`config.mk`:
```
export PLATFORM = sky130hd
export DESIGN_NAME = calc_key_sequencer
export DESIGN_NICKNAME = d
export VERILOG_FILES = /design/src/rtl/calc_pkg.sv /design/src/rtl/calc_entry_reg.sv /design/src/rtl/calc_key_sequencer.sv
export SDC_FILE = /design/constraint.sdc
export NUM_CORES = 1
export LEC_CHECK = 0
export BUFFER_PORTS_ARGS = -buffer_cell sky130_fd_sc_hd__buf_2
export CORE_MARGIN = 1
export CORE_UTILIZATION = 50
export CTS_CLUSTER_DIAMETER = 40
export DETAILED_ROUTE_END_ITERATION = 16
export PLACE_DENSITY = 0.75
export SYNTH_ARGS = -nofsm -noshare
export SYNTH_HDL_FRONTEND = slang
export SYNTH_SLANG_ARGS = --single-unit
```
`constraint.sdc`:
```
create_clock -name clock -period 2.65 [get_ports clock]
set_clock_uncertainty 0.05 [all_clocks]
set_input_delay 0.265 -clock clock [delete_from_list [all_inputs] [get_ports clock]]
set_output_delay 0.265 -clock clock [all_outputs]
set_load 0.01 [all_outputs]
```
`src/rtl/calc_pkg.sv`:
```
// Shared definitions for the calculator key sequencer: keycodes, ALU
// operation encoding, controller states and key classification.
package calc_pkg;

   localparam logic [4:0] KEY_ADD = 5'h0A;
   localparam logic [4:0] KEY_SUB = 5'h0B;
   localparam logic [4:0] KEY_MUL = 5'h0C;
   localparam logic [4:0] KEY_CLR = 5'h0D;
   localparam logic [4:0] KEY_EQ  = 5'h0E;
   localparam logic [4:0] KEY_CE  = 5'h0F;

   localparam logic [1:0] OP_ADD = 2'b00;
   localparam logic [1:0] OP_SUB = 2'b01;
   localparam logic [1:0] OP_MUL = 2'b10;

   typedef enum logic [2:0] {
      ENTRY_A,
      ENTRY_B,
      EXEC,
      RESULT,
      ERROR
   } state_e;

   typedef enum logic [2:0] {
      K_NONE,
      K_DIGIT,
      K_OP,
      K_CLR,
      K_EQ,
      K_CE
   } key_e;

   // Codes 0x10-0x1F are not keys and classify as K_NONE.
   function automatic key_e key_class(input logic [4:0] k);
      key_e c;
      if (k[4])
         c = K_NONE;
      else if (k <= 5'h09)
         c = K_DIGIT;
      else begin
         case (k)
            KEY_ADD, KEY_SUB, KEY_MUL: c = K_OP;
            KEY_CLR:                   c = K_CLR;
            KEY_EQ:                    c = K_EQ;
            default:                   c = K_CE;
         endcase
      end
      return c;
   endfunction

   function automatic logic [1:0] key_to_op(input logic [4:0] k);
      logic [1:0] op;
      case (k)
         KEY_SUB: op = OP_SUB;
         KEY_MUL: op = OP_MUL;
         default: op = OP_ADD;
      endcase
      return op;
   endfunction

endpackage

```
`src/rtl/calc_entry_reg.sv`:
```
// Hex digit entry register: shifts digits in from the right, counts how many
// were accepted and stops accepting once MAX_DIGITS is reached.
module calc_entry_reg #(
   parameter int WIDTH      = 16,
   parameter int MAX_DIGITS = 4
) (
   input  logic             clk_i,
   input  logic             rst_ni,
   input  logic             clr_i,
   input  logic             load_i,
   input  logic             shift_i,
   input  logic [3:0]       digit_i,
   output logic [WIDTH-1:0] entry_o,
   output logic             has_digit_o
);

   localparam int CW = $clog2(MAX_DIGITS + 1);

   logic [WIDTH-1:0] entry_q, entry_d;
   logic [CW-1:0]    cnt_q, cnt_d;

   // Clear beats load beats shift; a shift past MAX_DIGITS is dropped.
   always_comb begin
      entry_d = entry_q;
      cnt_d   = cnt_q;
      if (clr_i) begin
         entry_d = '0;
         cnt_d   = '0;
      end else if (load_i) begin
         entry_d = {{(WIDTH-4){1'b0}}, digit_i};
         cnt_d   = CW'(1);
      end else if (shift_i && (cnt_q < CW'(MAX_DIGITS))) begin
         entry_d = {entry_q[WIDTH-5:0], digit_i};
         cnt_d   = cnt_q + CW'(1);
      end
   end

   // Entry and digit count registers.
   always_ff @(posedge clk_i or negedge rst_ni) begin
      if (!rst_ni) begin
         entry_q <= '0;
         cnt_q   <= '0;
      end else begin
         entry_q <= entry_d;
         cnt_q   <= cnt_d;
      end
   end

   assign entry_o     = entry_q;
   assign has_digit_o = (cnt_q != '0);

endmodule

```
`src/rtl/calc_key_sequencer.sv`:
```
// Calculator controller: collects two operands and an operator from keypad
// strobes, runs one ALU operation at a time over start/done, and drives the
// display value/sign and the overflow indicator.
module calc_key_sequencer
   import calc_pkg::*;
#(
   parameter int WIDTH      = 16,
   parameter int MAX_DIGITS = 4,
   parameter int TIMEOUT    = 64
) (
   input  logic             clock,
   input  logic             resetn,
   input  logic             newkey,
   input  logic [4:0]       keycode,
   output logic             alu_start,
   output logic [1:0]       alu_op,
   output logic [WIDTH-1:0] alu_a,
   output logic [WIDTH-1:0] alu_b,
   input  logic             alu_done,
   input  logic [WIDTH-1:0] alu_result,
   input  logic             alu_ovf,
   output logic [WIDTH-1:0] value,
   output logic             sign,
   output logic             ovw,
   output logic             busy
);

   localparam int TW = $clog2(TIMEOUT + 1);

   state_e                  state_q, state_d;
   logic signed [WIDTH-1:0] acc_q, acc_d;
   logic [1:0]              pend_q, pend_d;
   logic [1:0]              nxt_op_q, nxt_op_d;
   logic                    nxt_vld_q, nxt_vld_d;
   logic [WIDTH-1:0]        a_q, a_d;
   logic [WIDTH-1:0]        b_q, b_d;
   logic [1:0]              aop_q, aop_d;
   logic                    start_q, start_d;
   logic                    ovw_q, ovw_d;
   logic [TW-1:0]           tmo_q, tmo_d;

   logic                    ent_clr, ent_load, ent_shift;
   logic [WIDTH-1:0]        entry;
   logic                    has_digit;
   key_e                    kc;
   logic [1:0]              kop;
   logic                    launch;

   // Magnitude of a two's complement value; the most negative value maps to
   // itself, which reads as 2^(WIDTH-1) when taken as unsigned.
   function automatic logic [WIDTH-1:0] magnitude(input logic signed [WIDTH-1:0] v);
      logic [WIDTH-1:0] u;
      u = v;
      return v[WIDTH-1] ? (~u + 1'b1) : u;
   endfunction

   calc_entry_reg #(
      .WIDTH      (WIDTH),
      .MAX_DIGITS (MAX_DIGITS)
   ) u_entry (
      .clk_i       (clock),
      .rst_ni      (resetn),
      .clr_i       (ent_clr),
      .load_i      (ent_load),
      .shift_i     (ent_shift),
      .digit_i     (keycode[3:0]),
      .entry_o     (entry),
      .has_digit_o (has_digit)
   );

   // Next-state logic: clear-all first, then per-state key/ALU handling,
   // then the common launch actions.
   always_comb begin
      state_d   = state_q;
      acc_d     = acc_q;
      pend_d    = pend_q;
      nxt_op_d  = nxt_op_q;
      nxt_vld_d = nxt_vld_q;
      a_d       = a_q;
      b_d       = b_q;
      aop_d     = aop_q;
      start_d   = 1'b0;
      ovw_d     = ovw_q;
      tmo_d     = tmo_q;
      ent_clr   = 1'b0;
      ent_load  = 1'b0;
      ent_shift = 1'b0;
      launch    = 1'b0;
      kc        = newkey ? key_class(keycode) : K_NONE;
      kop       = key_to_op(keycode);

      if (kc == K_CLR) begin
         // Clear-all wins over everything, including a coincident alu_done.
         state_d   = ENTRY_A;
         acc_d     = '0;
         pend_d    = OP_ADD;
         nxt_op_d  = OP_ADD;
         nxt_vld_d = 1'b0;
         a_d       = '0;
         b_d       = '0;
         aop_d     = OP_ADD;
         ovw_d     = 1'b0;
         tmo_d     = '0;
         ent_clr   = 1'b1;
      end else begin
         case (state_q)
            ENTRY_A: begin
               case (kc)
                  K_DIGIT: ent_shift = 1'b1;
                  K_OP: begin
                     acc_d   = $signed(entry);
                     pend_d  = kop;
                     ent_clr = 1'b1;
                     state_d = ENTRY_B;
                  end
                  K_CE:    ent_clr = 1'b1;
                  default: ;
               endcase
            end
            ENTRY_B: begin
               case (kc)
                  K_DIGIT: ent_shift = 1'b1;
                  K_OP: begin
                     if (has_digit) begin
                        // Chained operator: run the pending op now and
                        // remember this one for the following entry.
                        launch    = 1'b1;
                        nxt_op_d  = kop;
                        nxt_vld_d = 1'b1;
                     end else begin
                        pend_d = kop;
                     end
                  end
                  K_EQ: begin
                     launch    = 1'b1;
                     nxt_vld_d = 1'b0;
                  end
                  K_CE:    ent_clr = 1'b1;
                  default: ;
               endcase
            end
            EXEC: begin
               // Keys other than clear-all are discarded while waiting.
               if (alu_done) begin
                  acc_d = $signed(alu_result);
                  ovw_d = alu_ovf;
                  if (alu_ovf) begin
                     state_d = ERROR;
                  end else if (nxt_vld_q) begin
                     pend_d    = nxt_op_q;
                     nxt_vld_d = 1'b0;
                     ent_clr   = 1'b1;
                     state_d   = ENTRY_B;
                  end else begin
                     state_d = RESULT;
                  end
               end else if (tmo_q == TW'(TIMEOUT - 1)) begin
                  ovw_d   = 1'b1;
                  state_d = ERROR;
               end else begin
                  tmo_d = tmo_q + TW'(1);
               end
            end
            RESULT: begin
               case (kc)
                  K_OP: begin
                     pend_d  = kop;
                     ent_clr = 1'b1;
                     state_d = ENTRY_B;
                  end
                  K_DIGIT: begin
                     acc_d    = '0;
                     ent_load = 1'b1;
                     state_d  = ENTRY_A;
                  end
                  K_CE:    ent_clr = 1'b1;
                  default: ;
               endcase
            end
            default: ;
         endcase

         if (launch) begin
            a_d     = acc_q;
            b_d     = entry;
            aop_d   = pend_q;
            start_d = 1'b1;
            tmo_d   = '0;
            ent_clr = 1'b1;
            state_d = EXEC;
         end
      end
   end

   // Controller and ALU interface registers.
   always_ff @(posedge clock or negedge resetn) begin
      if (!resetn) begin
         state_q   <= ENTRY_A;
         acc_q     <= '0;
         pend_q    <= OP_ADD;
         nxt_op_q  <= OP_ADD;
         nxt_vld_q <= 1'b0;
         a_q       <= '0;
         b_q       <= '0;
         aop_q     <= OP_ADD;
         start_q   <= 1'b0;
         ovw_q     <= 1'b0;
         tmo_q     <= '0;
      end else begin
         state_q   <= state_d;
         acc_q     <= acc_d;
         pend_q    <= pend_d;
         nxt_op_q  <= nxt_op_d;
         nxt_vld_q <= nxt_vld_d;
         a_q       <= a_d;
         b_q       <= b_d;
         aop_q     <= aop_d;
         start_q   <= start_d;
         ovw_q     <= ovw_d;
         tmo_q     <= tmo_d;
      end
   end

   // Display selection: entry while typing, signed magnitude of the result,
   // blank in ERROR.
   always_comb begin
      value = entry;
      sign  = 1'b0;
      case (state_q)
         RESULT: begin
            value = magnitude(acc_q);
            sign  = acc_q[WIDTH-1];
         end
         ERROR: begin
            value = '0;
            sign  = 1'b0;
         end
         default: ;
      endcase
   end

   assign alu_start = start_q;
   assign alu_op    = aop_q;
   assign alu_a     = a_q;
   assign alu_b     = b_q;
   assign ovw       = ovw_q;
   assign busy      = (state_q == EXEC);

endmodule

```
==> results by group, run 1 <==
Run status
  • Status: complete, no violations

Floorplanning
  • Std cell rows: 34
  • Die X: 97.5 um
  • Die area: 0.00951 mm2
  • Initial Util: 52.1%
  • Die Y: 97.5 um
  • I/O pin count: 80
  • CORE AREA: 0.00876 mm2

Drt
  • First-pass iteration count of the detailed router: 5
  • ANT nets after route: 0
  • 1st-iter DRT viols: 282
  • Via density: 5.66
  • DRC violations left: 0
  • Vias: 3,965
  • Final wirelength: 11,700 um
  • Wire length per cell: 16.8 um

Power and ir drop
  • VDD IR max: 0.537 mV
  • Sequential power share: 42.7%
  • Net Sw Frac: 42.1%
  • Leakage power: 2.69 nW
  • Clock network fraction of design power: 17.9%
  • Internal Power: 3.15 mW
  • Gate power share: 39.4%
  • Cell Pwr Density: 1010 mW/mm2
  • Sw power: 2.29 mW

Setup path
  • Reg-to-Reg End: acc_q[11]$_DFFE_PN0P_
  • Path depth of the worst reg2reg path: 4
  • Critical Path Start Type: register
  • R2R Path Start: state_q[1]$_DFFE_PN0P_
  • Data arrival, critical path: 2.30 ns
  • Critical Path End Type: output pin
  • CP Class: register to output pin
  • CP Data Required Time: 2.34 ns
  • Flop-to-flop setup slack: 0.39 ns
  • CP Max Fanout: 6

Timing
  • Fin Setup TNS: 0 ns
  • Slew Viols, Final: 0
  • Hold_ws: 0.161 ns
  • RSZ-0062 raised after global routing: yes
  • Period utilisation layout: 98.8%
  • Worst Max-Slew Pin Slew: 1.23 ns
  • Tmin final: 2.62 ns
  • Final Hold Vio Count: 0
  • Slew HR: 17.8%
  • Fmax: 0.382 GHz
  • Setup violators final: 0

Cells and area
  • Final instance area: 0.00540 mm2
  • ANT cells: 0
  • Layout Nets: 617
  • Highest-count cells in the layout ignoring fill and taps: nand2_1, dfrtp_1, buf_2
  • Area growth syn-to-layout: 18.3%
  • Post-Layout Cell Count: 700
  • Most common cell after layout, fill and taps aside: nand2_1
  • Fill count: 810
  • Share of cells above drive strength 1: 23.1%

CTS
  • Clk sinks: 86
  • CTS clock-pin slew for the worst setup and hold paths: 0.09 ns
  • CTS tree: done
  • H-tree Lvls: 3
  • CTS max path bufs: 2
  • Worst-Skew Late Latency: 0.36 ns
  • CTS buffer count: 9
  • CTS root buf: clkbuf_8

Global route
  • Total gr overflow: 0
  • Tot GR Track Use: 25.4%
  • First-pass GRT wire length: 19,400 um
  • Vias in the first global route: 3,823
  • Initial antenna violation count: 0
  • Pin count of the biggest net entering global routing: 78

Yosys
  • Synthesized area: 0.00456 mm2
  • Main synth FF type: dfrtp_1
  • Mapped Cells: 511
  • Mean post-synth cell area: 8.93 um2
  • Mapped Nets: 541
  • Synth unique cells: 49
  • Post-synth EDFFs: 0
  • FF+latch count, synth: 86
  • Total number of yosys warnings: 0
  • Sequential fraction of the synthesis area: 47.2%
  • Asr flop ratio synth: 100%

Placed design
  • Gp weighted congestion: 0.885
  • Dpl cells: 676
  • Port Buf Inserts: 79
  • Detail Placement HPWL: 8120 um
  • Placed Area: 0.00510 mm2

Worst hold path
  • Hold EP: u_entry.entry_o[3]$_DFFE_PN0P_
  • Hold Startpoint: keycode[3]
  • Hold WC Path Type: input pin to register
  • Hold Crit Depth: 3

Flow run
  • Max-Cap Viols: 0
-- through the flow --
stage / utilization (%) / setup WS, ns / power (mW)
2_1_floorplan: - / 0.411 / 3.55
3_3_place_gp: 58.2 / 0.335 / 4.26
3_5_place_dp: 58.2 / 0.329 / 4.32
4_1_cts: 60.8 / 0.00299 / 5.32
5_1_grt: 61.6 / -0.0889 / 5.81
6_report: 61.6 / 0.0315 / 5.43
-- flip-flops by register name, indices dropped and copies added, names as in the netlist, 3 cells and up --
name / flops
acc_q: 16
alu_a: 16
alu_b: 16
u_entry.entry_o: 16
tmo_q: 7
state_q: 3
u_entry.cnt_q: 3
-- how the worst max path moves through the flow --
| stage | from | end | slack (ns) | cells past startpoint |
|---|---|---|---|---|
| 3_5_place_dp | acc_q[9]$_DFFE_PN0P_ | value[14] | 0.33 | 6 |
| 4_1_cts | acc_q[10]$_DFFE_PN0P_ | value[14] | 0.003 | 6 |
| 2_1_floorplan | acc_q[10]$_DFFE_PN0P_ | value[14] | 0.41 | 5 |
| 6_report | acc_q[8]$_DFFE_PN0P_ | value[13] | 0.03 | 6 |
| 5_1_grt | acc_q[1]$_DFFE_PN0P_ | value[10] | -0.09 | 8 |
| 3_3_place_gp | acc_q[10]$_DFFE_PN0P_ | value[14] | 0.33 | 6 |
-- power groups by stage --
stage | Combinational [mW] | Sequential (mW) | Clock [mW]
after floorplan | 1.41 | 2.14 | 0
after global placement | 1.97 | 2.29 | 0
after detailed placement | 2.01 | 2.31 | 0
after CTS | 2.05 | 2.28 | 0.983
after global routing | 2.38 | 2.38 | 1.05
final | 2.14 | 2.32 | 0.974
-- critical path: stages, from the launching register on --
cell and delay, ns:
dfrtp_2 0.46, or4_4 0.51, or3_4 0.37, o21ai_0 0.22, xor2_1 0.15, o21ai_0 0.08
buf_2 0.16
-- per-layer routing --
layer / track usage, % / up-vias / wire length, um
li1: - / 1944 / -
met1: 39.9 / 1876 / 5810
met2: 35.6 / 123 / 5090
met3: 4.53 / 22 / 581
met4: 7.47 / 0 / 248
met5: 0 / - / 0
-- cell families (layout without fill, tap and decap cells) --
group | Yosys count | count (layout) | synth area share, %
adder cells (fa/ha/maj) | 4 | 4 | 1.10
XOR/XNOR | 18 | 18 | 3.46
multiplexers | 21 | 21 | 4.61
buffers and inverters | 43 | 124 | 3.81
AND/OR/NAND/NOR | 216 | 216 | 22.8
flip-flops | 86 | 86 | 47.2
AO/OA/AOI/OAI | 123 | 123 | 17.1
-- layout make-up --
cell class	instances	area (um2)	share of cell area, %
Multi-Input combinational cell	382	2280	42.3
Sequential cell	86	2150	39.9
Timing Repair Buffer	100	583	10.8
Tap cell	108	135	2.50
Clock buffer	9	124	2.30
Clock inverter	7	78.8	1.46
Inverter	7	30.0	0.557
Timing Repair inverter	1	5.00	0.0928
-- synthesized netlist by cell type (2+ instances only) --
cell,instances,area share [%]
o2bb2ai_1,2,0.38
o221a_2,2,0.49
nor3_2,5,1.1
inv_1,7,0.58
and3_1,20,2.7
dfrtp_1,86,47
xnor2_1,4,0.77
nor3_1,21,2.3
o41ai_1,2,0.38
nor2b_1,10,1.4
a31oi_1,3,0.41
nand2_1,96,7.9
o22a_1,2,0.38
a211oi_1,18,3.0
nand4_1,4,0.55
or3_1,3,0.41
clkbuf_1,29,2.4
o21ai_0,55,6.0
o21a_1,3,0.49
buf_1,2,0.16
nand3_1,4,0.44
o31ai_1,4,0.66
and2_1,4,0.55
ha_1,4,1.1
buf_2,4,0.44
nor2_1,35,2.9
xor2_1,14,2.7
nand2b_1,4,0.55
a211o_1,2,0.38
or4_1,3,0.49
a21oi_1,21,2.3
mux2i_1,21,4.6
-- timing repair --
item	CTS	global route
setup endpoints to repair	2	16
hold buffers	1	0
pin swaps	0	1
buffers inserted	1	5
cloned	0	1
endpoints found under the hold margin	13	0
gates resized for setup	3	6
No activity file was read; power rests on OpenSTA's default activity.
==> inputs of run 2 (changes only) <==
- CTS_BUF_LIST: unset -> sky130_fd_sc_hd__clkbuf_4
==> results by group, run 2 (same netlist as run 1, synthesis figures left out) <==
Flow run
  • Max-Cap Viols: 0 (unchanged)

CTS
  • H-tree Lvls: 3 (unchanged)
  • CTS clock-pin slew for the worst setup and hold paths: 0.14 ns (was 0.09 ns)
  • CTS tree: done (unchanged)
  • CTS buffer count: 9 (unchanged)
  • CTS root buf: clkbuf_4 (was clkbuf_8)
  • Clk sinks: 86 (unchanged)
  • Worst-Skew Late Latency: 0.45 ns (was 0.36 ns)
  • CTS max path bufs: 2 (unchanged)

Drt
  • Via density: 5.74 (was 5.66)
  • First-pass iteration count of the detailed router: 4 (was 5)
  • ANT nets after route: 0 (unchanged)
  • Vias: 4,019 (was 3,965)
  • Wire length per cell: 16.6 um (was 16.8 um)
  • 1st-iter DRT viols: 262 (was 282)
  • DRC violations left: 0 (unchanged)
  • Final wirelength: 11,700 um (about the same)

Run status
  • Status: complete, no violations (unchanged)

Global route
  • Total gr overflow: 0 (unchanged)
  • First-pass GRT wire length: 19,400 um (about the same)
  • Tot GR Track Use: 25.5% (was 25.4%)
  • Vias in the first global route: 3,820 (was 3,823)
  • Initial antenna violation count: 0 (unchanged)
  • Pin count of the biggest net entering global routing: 78 (unchanged)

Setup path
  • CP Data Required Time: 2.34 ns (about the same)
  • CP Max Fanout: 3 (was 6)
  • CP Class: register to output pin (unchanged)
  • Critical Path End Type: output pin (unchanged)
  • Data arrival, critical path: 2.32 ns (was 2.30 ns)
  • Buf/Inv on CP: 1 (unchanged)
  • Delay-heaviest family, CP: simple AND/OR/NAND/NOR gates (unchanged)
  • CP peak stage delay: 0.54 ns (was 0.51 ns)
  • CP max-delay cell: or4_4 (unchanged)
  • Critical Path Start Type: register (unchanged)
  • Critical-path cell list: or4_4 -> or3_4 -> o31ai_4 -> xor2_1 -> o21ai_1 -> buf_2 (was or4_4 -> or3_4 -> o21ai_0 -> xor2_1 -> o21ai_0 -> buf_2)

Power and ir drop
  • Leakage power: 2.67 nW (was 2.69 nW)
  • Cell Pwr Density: 987 mW/mm2 (was 1010 mW/mm2)
  • VDD IR max: 0.563 mV (was 0.537 mV)
  • Pwr Total: 5.28 mW (was 5.43 mW)

Cells and area
  • Area growth syn-to-layout: 17.3% (was 18.3%)
  • Share of cells above drive strength 1: 23.5% (was 23.1%)
  • Layout Nets: 617 (unchanged)
  • Most common cell after layout, fill and taps aside: nand2_1 (unchanged)
  • Highest-count cells in the layout ignoring fill and taps: nand2_1, dfrtp_1, buf_2 (unchanged)
  • ANT cells: 0 (unchanged)
  • Post-Layout Cell Count: 700 (unchanged)

Floorplanning
  • Die X: 97.5 um (unchanged)
  • Die Y: 97.5 um (unchanged)
  • I/O pin count: 80 (unchanged)
  • Std cell rows: 34 (unchanged)
  • Initial Util: 52.1% (unchanged)
  • Die area: 0.00951 mm2 (unchanged)
  • CORE AREA: 0.00876 mm2 (unchanged)

Timing
  • Slew HR: 17.3% (was 17.8%)
  • Final Hold Vio Count: 0 (unchanged)
  • RSZ-0062 raised after global routing: yes (unchanged)
  • Setup violators final: 0 (unchanged)
  • Slew Viols, Final: 0 (unchanged)
  • Period utilisation layout: 99.6% (was 98.8%)
  • Worst Max-Slew Pin Slew: 1.23 ns (about the same)
  • Fmax: 0.379 GHz (was 0.382 GHz)
  • Tmin final: 2.64 ns (was 2.62 ns)
  • Worst setup margin: 0.0118 ns (was 0.0315 ns)

Placed design
  • Detail Placement HPWL: 8120 um (unchanged)
  • Port Buf Inserts: 79 (unchanged)
  • Dpl cells: 676 (unchanged)
  • Pre-CTS WS: 0.329 ns (unchanged)
  • Gp weighted congestion: 0.885 (unchanged)

Worst hold path
  • Hold WC Path Type: input pin to register (unchanged)
-- run 2: through the flow --
step	TNS [ns]	utilization [%]	instance area (um2)	hold slack [ns]
finish	0	61.1	5350	0.0697
global route	-0.204	61.1	5350	0.0879
CTS	-0.0805	60.6	5310	0.0659
detailed placement	0	58.2	5100	0.0844
global placement	0	58.2	5100	0.0809
floorplan	0	-	4560	-0.0806
-- run 2: report_power, final --
group	switching, mW	internal (mW)
clock	0.511	0.303
sequential	0.585	1.73
combinational	1.18	0.973
total	2.28	3.01
-- run 2: area by class of cell --
class | count | area (um2)
flip-flops and latches | 86 | 2150
repair inverters | 1 | 5.00
inverters | 7 | 30.0
clock inverters | 7 | 78.8
fillers | 809 | 3410
repair buffers | 100 | 583
well taps | 108 | 135
clock buffers | 9 | 67.6
multi-input cells | 382 | 2300
-- run 2: final timing paths --
kind / from / end / slack, ns / cells after the start
setup / recovery: acc_q[8]$_DFFE_PN0P_ / value[14] / 0.01 / 6
hold / removal: keycode[3] / u_entry.entry_o[3]$_DFFE_PN0P_ / 0.07 / 3
setup reg to reg: state_q[1]$_DFFE_PN0P_ / acc_q[11]$_DFFE_PN0P_ / 0.35 / 4
hold reg to reg: tmo_q[6]$_DFFE_PN0P_ / tmo_q[6]$_DFFE_PN0P_ / 0.47 / 1
max in group asynchronous: resetn / state_q[0]$_DFFE_PN0P_ / 1.77 / 3
min in group asynchronous: resetn / alu_start$_DFF_PN0_ / 0.13 / 2
-- run 2: repair_timing --
| item | CTS | global route |
|---|---|---|
| hold endpoints to repair | 86 | 0 |
| setup endpoints to repair | 2 | 16 |
| setup buffers | 4 | 2 |
| hold buffers | 1 | 0 |
| resized for setup | 6 | 6 |
| pin swaps | 4 | 3 |
| gates cloned | 0 | 1 |
-- run 2: tightest hold or removal path: stages --
cell and delay [ns]:
buf_2 0.12, mux2i_1 0.07, nor2_1 0.07
-- run 2: routing by layer --
layer / routed length (um) / vias to the layer above / track usage, % / part of all wire (%)
met3: 650 / 18 / 4.17 / 5.6
met4: 166 / 0 / 7.69 / 1.4
met5: 0 / - / 0 / 0
met2: 5070 / 138 / 36.6 / 44
met1: 5760 / 1915 / 39.5 / 49
li1: - / 1948 / - / -
